--- src/rtl/store_buffer_pkg.sv ---
// Shared constants, entry-state encoding and payload type for the store buffer.
package store_buffer_pkg;

    localparam int unsigned STBUF_ENT_NUM = 4;
    localparam int unsigned STBUF_ENT_SEL = 2;
    localparam int unsigned ADDR_LEN      = 32;
    localparam int unsigned DATA_LEN      = 32;
    localparam int unsigned SPECTAG_LEN   = 5;

    // Entry lifecycle: FREE -> PEND (executed) -> COMM (retired) -> FREE (drained)
    localparam logic [1:0] ST_FREE = 2'b00;
    localparam logic [1:0] ST_PEND = 2'b01;
    localparam logic [1:0] ST_COMM = 2'b10;

    typedef struct packed {
        logic [ADDR_LEN-1:0] addr;
        logic [DATA_LEN-1:0] data;
    } stbuf_payload_t;

endpackage

--- src/rtl/stbuf_ent.sv ---
// One store-buffer entry: payload storage, lifecycle state and speculation bit.
module stbuf_ent
    import store_buffer_pkg::*;
(
    input  logic                   clk,
    input  logic                   reset,
    input  logic                   alloc_i,
    input  logic [ADDR_LEN-1:0]    waddr_i,
    input  logic [DATA_LEN-1:0]    wdata_i,
    input  logic [SPECTAG_LEN-1:0] wspectag_i,
    input  logic                   wspecbit_i,
    input  logic                   commit_i,
    input  logic                   drain_i,
    input  logic                   prmiss_i,
    input  logic                   prsuccess_i,
    input  logic [SPECTAG_LEN-1:0] prtag_i,
    input  logic [SPECTAG_LEN-1:0] specfixtag_i,
    output logic [1:0]             state_o,
    output logic [ADDR_LEN-1:0]    addr_o,
    output logic [DATA_LEN-1:0]    data_o,
    output logic                   kill_o
);

    logic [1:0]             state_q, state_d;
    logic                   specbit_q, specbit_d;
    logic [SPECTAG_LEN-1:0] spectag_q, spectag_d;
    stbuf_payload_t         payload_q, payload_d;
    logic                   resolve;

    assign resolve = prsuccess_i & ~prmiss_i;

    // Speculative, uncommitted stores under the kill mask are squashed
    assign kill_o = prmiss_i & (state_q == ST_PEND) & specbit_q
                  & (|(spectag_q & specfixtag_i)) & ~commit_i;

    assign state_o = state_q;
    assign addr_o  = payload_q.addr;
    assign data_o  = payload_q.data;

    // Next-state: resolve clears specbit, allocate/commit/free move the lifecycle
    always_comb begin
        state_d   = state_q;
        specbit_d = specbit_q;
        spectag_d = spectag_q;
        payload_d = payload_q;
        if ((state_q != ST_FREE) && resolve && (spectag_q == prtag_i)) begin
            specbit_d = 1'b0;
        end
        if (alloc_i) begin
            state_d        = ST_PEND;
            specbit_d      = wspecbit_i & ~(resolve && (wspectag_i == prtag_i));
            spectag_d      = wspectag_i;
            payload_d.addr = waddr_i;
            payload_d.data = wdata_i;
        end
        if (commit_i) begin
            state_d = ST_COMM;
        end
        if (drain_i || kill_o) begin
            state_d = ST_FREE;
        end
    end

    // Lifecycle state and specbit, cleared by reset
    always_ff @(posedge clk or negedge reset) begin
        if (!reset) begin
            state_q   <= ST_FREE;
            specbit_q <= 1'b0;
        end else begin
            state_q   <= state_d;
            specbit_q <= specbit_d;
        end
    end

    // Payload and tag storage; only meaningful while the entry is not FREE
    always_ff @(posedge clk) begin
        payload_q <= payload_d;
        spectag_q <= spectag_d;
    end

endmodule

--- src/rtl/store_buffer.sv ---
// Circular store buffer between execute and data memory with retire, drain,
// mispredict kill/rewind and optional load forwarding (macro STBUF_FWD_EN).
module store_buffer
    import store_buffer_pkg::*;
#(
    parameter int unsigned ENT_NUM = STBUF_ENT_NUM
) (
    input  logic                   clk,
    input  logic                   reset,
    input  logic                   we,
    input  logic [ADDR_LEN-1:0]    waddr,
    input  logic [DATA_LEN-1:0]    wdata,
    input  logic [SPECTAG_LEN-1:0] wspectag,
    input  logic                   wspecbit,
    input  logic                   prmiss,
    input  logic                   prsuccess,
    input  logic [SPECTAG_LEN-1:0] prtag,
    input  logic [SPECTAG_LEN-1:0] specfixtag,
    input  logic [1:0]             retire_st,
    output logic                   mem_we,
    input  logic                   mem_rdy,
    output logic [ADDR_LEN-1:0]    mem_addr,
    output logic [DATA_LEN-1:0]    mem_data,
    input  logic [ADDR_LEN-1:0]    ld_addr,
    output logic                   fwd_hit,
    output logic [DATA_LEN-1:0]    fwd_data,
    output logic                   full,
    output logic                   empty
);

    localparam int unsigned SEL   = $clog2(ENT_NUM);
    localparam int unsigned PTR_W = SEL + 1;

    logic [PTR_W-1:0] head_q, head_d, com_q, com_d, tail_q, tail_d;
    logic [PTR_W-1:0] count, pend_cnt, com_p1, rewind_ptr, scan_p;
    logic [SEL-1:0]   head_idx, com_idx, com1_idx, tail_idx;
    logic             wr_en, drain, any_kill;

    logic [ENT_NUM-1:0]  ent_alloc, ent_commit, ent_drain, ent_kill;
    logic [1:0]          ent_state [ENT_NUM];
    logic [ADDR_LEN-1:0] ent_addr  [ENT_NUM];
    logic [DATA_LEN-1:0] ent_data  [ENT_NUM];

    assign count    = tail_q - head_q;
    assign pend_cnt = tail_q - com_q;
    assign com_p1   = com_q + PTR_W'(1);
    assign head_idx = head_q[SEL-1:0];
    assign com_idx  = com_q[SEL-1:0];
    assign com1_idx = com_p1[SEL-1:0];
    assign tail_idx = tail_q[SEL-1:0];

    assign full  = (count == PTR_W'(ENT_NUM));
    assign empty = (count == '0);

    assign wr_en    = we & ~full & ~prmiss;
    assign mem_we   = (ent_state[head_idx] == ST_COMM);
    assign mem_addr = ent_addr[head_idx];
    assign mem_data = ent_data[head_idx];
    assign drain    = mem_we & mem_rdy;
    assign any_kill = |ent_kill;

    // Per-entry strobes for allocate at tail, commit at com, drain at head
    always_comb begin
        ent_alloc            = '0;
        ent_commit           = '0;
        ent_drain            = '0;
        ent_alloc[tail_idx]  = wr_en;
        ent_drain[head_idx]  = drain;
        ent_commit[com_idx]  = (retire_st != 2'd0);
        ent_commit[com1_idx] = retire_st[1];
    end

    for (genvar i = 0; i < ENT_NUM; i++) begin : g_ent
        stbuf_ent u_ent (
            .clk          (clk),
            .reset        (reset),
            .alloc_i      (ent_alloc[i]),
            .waddr_i      (waddr),
            .wdata_i      (wdata),
            .wspectag_i   (wspectag),
            .wspecbit_i   (wspecbit),
            .commit_i     (ent_commit[i]),
            .drain_i      (ent_drain[i]),
            .prmiss_i     (prmiss),
            .prsuccess_i  (prsuccess),
            .prtag_i      (prtag),
            .specfixtag_i (specfixtag),
            .state_o      (ent_state[i]),
            .addr_o       (ent_addr[i]),
            .data_o       (ent_data[i]),
            .kill_o       (ent_kill[i])
        );
    end

    // Oldest killed entry, scanning young-to-old from com so the oldest wins
    always_comb begin
        rewind_ptr = tail_q;
        scan_p     = com_q;
        for (int k = int'(ENT_NUM) - 1; k >= 0; k--) begin
            scan_p = com_q + PTR_W'(k);
            if (ent_kill[scan_p[SEL-1:0]]) begin
                rewind_ptr = scan_p;
            end
        end
    end

    // Pointer next-state
    always_comb begin
        head_d = head_q + PTR_W'(drain);
        com_d  = com_q + PTR_W'(retire_st);
        tail_d = tail_q;
        if (prmiss) begin
            if (any_kill) begin
                tail_d = rewind_ptr;
            end
        end else if (wr_en) begin
            tail_d = tail_q + PTR_W'(1);
        end
    end

    // Pointer registers
    always_ff @(posedge clk or negedge reset) begin
        if (!reset) begin
            head_q <= '0;
            com_q  <= '0;
            tail_q <= '0;
        end else begin
            head_q <= head_d;
            com_q  <= com_d;
            tail_q <= tail_d;
        end
    end

`ifdef STBUF_FWD_EN
    logic [PTR_W-1:0] fwd_p;
    logic [1:0]       unused_ld_lo;

    assign unused_ld_lo = ld_addr[1:0];

    // Word-match forwarding, scanning old-to-young so the youngest match wins
    always_comb begin
        fwd_hit  = 1'b0;
        fwd_data = '0;
        fwd_p    = head_q;
        for (int unsigned k = 0; k < ENT_NUM; k++) begin
            fwd_p = head_q + PTR_W'(k);
            if (!prmiss && (ent_state[fwd_p[SEL-1:0]] != ST_FREE)
                && (ent_addr[fwd_p[SEL-1:0]][ADDR_LEN-1:2] == ld_addr[ADDR_LEN-1:2])) begin
                fwd_hit  = 1'b1;
                fwd_data = ent_data[fwd_p[SEL-1:0]];
            end
        end
    end
`else
    logic [ADDR_LEN-1:0] unused_ld_addr;

    assign unused_ld_addr = ld_addr;
    assign fwd_hit        = 1'b0;
    assign fwd_data       = '0;
`endif

`ifndef SYNTHESIS
    // Protocol checks on the producer and ROB sides
    always @(posedge clk) begin
        if (reset) begin
            assert (!(we && full && !prmiss))
                else $error("store_buffer: store presented while full");
            assert ((retire_st != 2'd3) && (PTR_W'(retire_st) <= pend_cnt))
                else $error("store_buffer: retire_st exceeds pending stores");
        end
    end
`endif

endmodule

--- config.mk ---
export PLATFORM = sky130hd
export DESIGN_NAME = store_buffer
export DESIGN_NICKNAME = d
export VERILOG_FILES = /design/src/rtl/store_buffer_pkg.sv /design/src/rtl/stbuf_ent.sv /design/src/rtl/store_buffer.sv
export SDC_FILE = /design/constraint.sdc
export NUM_CORES = 1
export LEC_CHECK = 0
export CORE_UTILIZATION = 47
export DETAILED_ROUTE_END_ITERATION = 10
export GPL_ROUTABILITY_DRIVEN = 0
export PLACE_DENSITY = 0.76
export SYNTH_ARGS = -nofsm -noshare
export SYNTH_HDL_FRONTEND = slang
export SYNTH_SLANG_ARGS = --single-unit
--- constraint.sdc ---
create_clock -name clk -period 3.05 [get_ports clk]
set_clock_uncertainty 0.1 [all_clocks]
set_input_delay 0.7625 -clock clk [delete_from_list [all_inputs] [get_ports clk]]
set_output_delay 0.7625 -clock clk [all_outputs]
set_load 0.005 [all_outputs]
==> results.md <==
* Status: complete, but fails checks
* Failing checks: setup timing
* Hold crit path type: register to register
* Yosys reg bits at 297
* Largest net degree at the start of global routing at 45
* Post-synth EDFFs at 276
* Cts bufs inserted at 30
* Placement Setup Slack at -0.304 ns
* Die width at between 150 and 200 um
* Vias per cell at 5.35
* Antenna Cells at 0
* Crit path capture type: primary output
* # IOs at 220
* Worst-margin pin slew at 0.559 ns
* Fmax at 326 MHz
* Final Cycle Share at 101%
* Vias in the first global route at 6659
* Syn-to-layout area delta at 28.7%
* Share of layout cells above drive strength 1 at approximately a quarter
* Final design utilization at 62.3%
* Sw Share at between 20% and 30%
* CTS tree: built
* Final ANT Viol Nets at 0
* CP Launch Type: register
* Design Area, Final at 0.0153 mm2
* Seq pwr share at 38.7%
* DR WL/cell at ~21 um
* Ys async rst share at 7.07%
* Setup TNS at -0.0445 ns
* Initial antenna violation count at 0
* Core area at 0.0245 mm2
* Clk_lat worst skew at about 0.55 ns
* 1st-iter DRT viols at 387
* PortBufs at 154
* Fin nets at 951
* Most common cell after layout, fill and taps aside: edfxtp_1
* Slew HR at 62.3%
* Vias at 6208
* Slew Limit Fails at 0
* Leakage at 5.39 nW
* Fin worst setup slack at -0.0208 ns
* First-pass GRT wire length at 37400 um
* Required time of the worst setup path at 2.19 ns
* Power Internal at 9.96 mW
* Maxcap violations at 0
* CTS sink cnt at 297
* Reg2reg path depth at 9
* Critical Path AT at around 2.2 ns
* Switch Pwr at roughly 3.8 mW
* Cell Area, Synth at ~0.012 mm2
* Most frequent cells in the layout: edfxtp_1 (276), clkdlybuf4s50_1 (87), mux4_2 (65), conb_1 (33), clkbuf_16 (33)
* Wirelength, routed at around 24000 um
* CTS root buf: clkbuf_16
* Mean Syn Cell Area at roughly 20 um2
* Final Hold Viols at 0
* Final setup violation count at 3
* Crit Path Class: register to primary output
* Post-Syn Instances at 597
* Detailed-route DRC error count at 0
* Placed Area at 0.0140 mm2
* Clock Pin Slew Worst Setup and Hold Paths at 0.06 ns
* Die H at 161 um
* Register area share after synthesis at 74.2%
* WHS Path Cells at 1
* PwrDens at 898 mW/mm2
* RSZ-0062 raised after global routing: true
* Filler instances at 1707
* Clock network power share at 28.7%
* H-Tree Depth at 1
* Clk buf depth at 3
* WHS at between 0.4 and 0.5 ns
* Grt ovf at 0
* First-pass DRT Iterations at 6
* Peak supply drop at roughly 0.00059 V
* Floorplan row count at 57
* Initial Util at 48.4%
* Combinational share of power at 32.6%
* Yosys warns at 0
* Die area at 0.0259 mm2
* Minimum clock period at slightly above 3 ns
* Top FF cell, synth: edfxtp_1
* GRT Overall Usage at 19.0%
* Post-synthesis cell type count at 44
* CP max FO at 7
* DP HPWL at 15000 um
-- cell families (layout without fill, tap and decap cells) --
| group | after synthesis | after routing | share of synthesized area (%) |
|---|---|---|---|
| AOI/OAI and AO/OA | 46 | 46 | 2.60 |
| other | 1 | 33 | 0.0316 |
| adders and majority gates | 18 | 18 | 1.96 |
| buffers and inverters | 71 | 278 | 3.35 |
| xor gates and xnor gates | 31 | 31 | 2.29 |
| muxes | 68 | 68 | 12.6 |
| DFF | 297 | 297 | 74.2 |
| and+or+nand+nor | 65 | 65 | 3.00 |
-- per-stage QoR --
stage / cells / total power, mW
after CTS: 1157 / 13.8
after global placement: 1081 / 9.49
after global routing: 1160 / 14.4
after floorplan: 629 / 7.49
final: 1160 / 13.7
after detailed placement: 1081 / 9.60
-- cells in the mapped netlist (2+ instances only) --
library cell	n	area share [%]
edfxtp_1	276	70
mux4_2	65	12
buf_4	34	2.1
dfrtp_1	21	4.4
nand2_1	18	0.57
xor2_1	18	1.3
ha_1	17	1.8
clkbuf_1	15	0.47
xnor2_1	13	0.96
inv_1	11	0.35
a21oi_1	10	0.42
o21ai_1	10	0.42
nor2_1	9	0.28
nand3_1	7	0.29
nor2b_1	7	0.37
nor4_1	5	0.26
o22ai_1	5	0.26
a222oi_1	4	0.34
a22oi_1	4	0.25
buf_1	4	0.13
inv_2	4	0.13
o2111ai_1	4	0.29
buf_2	3	0.13
nor3_1	3	0.13
nor3b_1	3	0.19
a31oi_1	2	0.11
and2_1	2	0.11
and4b_1	2	0.17
mux2i_1	2	0.17
nand3_2	2	0.17
nand4_1	2	0.11
nor4b_1	2	0.15
o41ai_1	2	0.15
-- timing repair --
action / CTS / global route
pin swaps: 3 / 0
buffers inserted: 17 / 3
hold buffers: 0 / 0
gates resized for setup: 172 / 49
endpoints found under the hold margin: 0 / 0
cloned: 4 / 2
setup endpoints to repair: 67 / 35
-- path summary, 6_finish.rpt --
path                                 from          end  slack (ns)
worst max-delay path            head_q[0]  mem_data[9]       -0.02
worst min-delay path            head_q[2]    head_q[2]        0.40
worst max register to register   com_q[1]    tail_q[2]        0.14
worst min register to register  head_q[2]    head_q[2]        0.40
max in group asynchronous           reset    head_q[1]        2.10
min in group asynchronous           reset     com_q[0]        0.48
-- critical path: stages (launching register included) --
cell and delay [ns]:
dfrtp_4 0.56, buf_6 0.15, buf_12 0.13, buf_16 0.14
buf_12 0.12, mux4_2 0.42, buf_2 0.14
-- metal layers --
| layer | wire length (um) | part of all wire (%) | track usage, % |
|---|---|---|---|
| met1 | 9610 | 39 | 23.6 |
| met3 | 1980 | 8.1 | 5.78 |
| met4 | 446 | 1.8 | 5.23 |
| met2 | 12400 | 51 | 32.5 |
| met5 | 0 | 0 | 0 |
-- power by group through the flow --
stage                     Sequential, mW  Combinational, mW  Clock [mW]
final                               5.31               4.48        3.94
after global routing                5.36               4.83        4.16
after global placement              5.38               4.11           0
after floorplan                     5.30               2.19           0
after CTS                           5.32               4.46        4.02
after detailed placement            5.42               4.18           0
-- area by class of cell --
type	instances	area, um2	share of cell area [%]
Sequential cell	297	8820	57.7
Multi-Input combinational cell	261	2820	18.4
Timing Repair Buffer	208	2110	13.8
Clock buffer	35	791	5.17
Tap cell	324	405	2.65
Clock inverter	20	285	1.87
Inverter	15	61.3	0.401
-- state kept, by name, summed over array words and instances (netlist names) --
name / flops
g_ent.u_ent.addr_o: 128
g_ent.u_ent.data_o: 128
g_ent.u_ent.spectag_q: 20
g_ent.u_ent.state_o: 8
g_ent.u_ent.specbit_q: 4
com_q: 3
head_q: 3
tail_q: 3
Power figures use the tool's default switching activity.
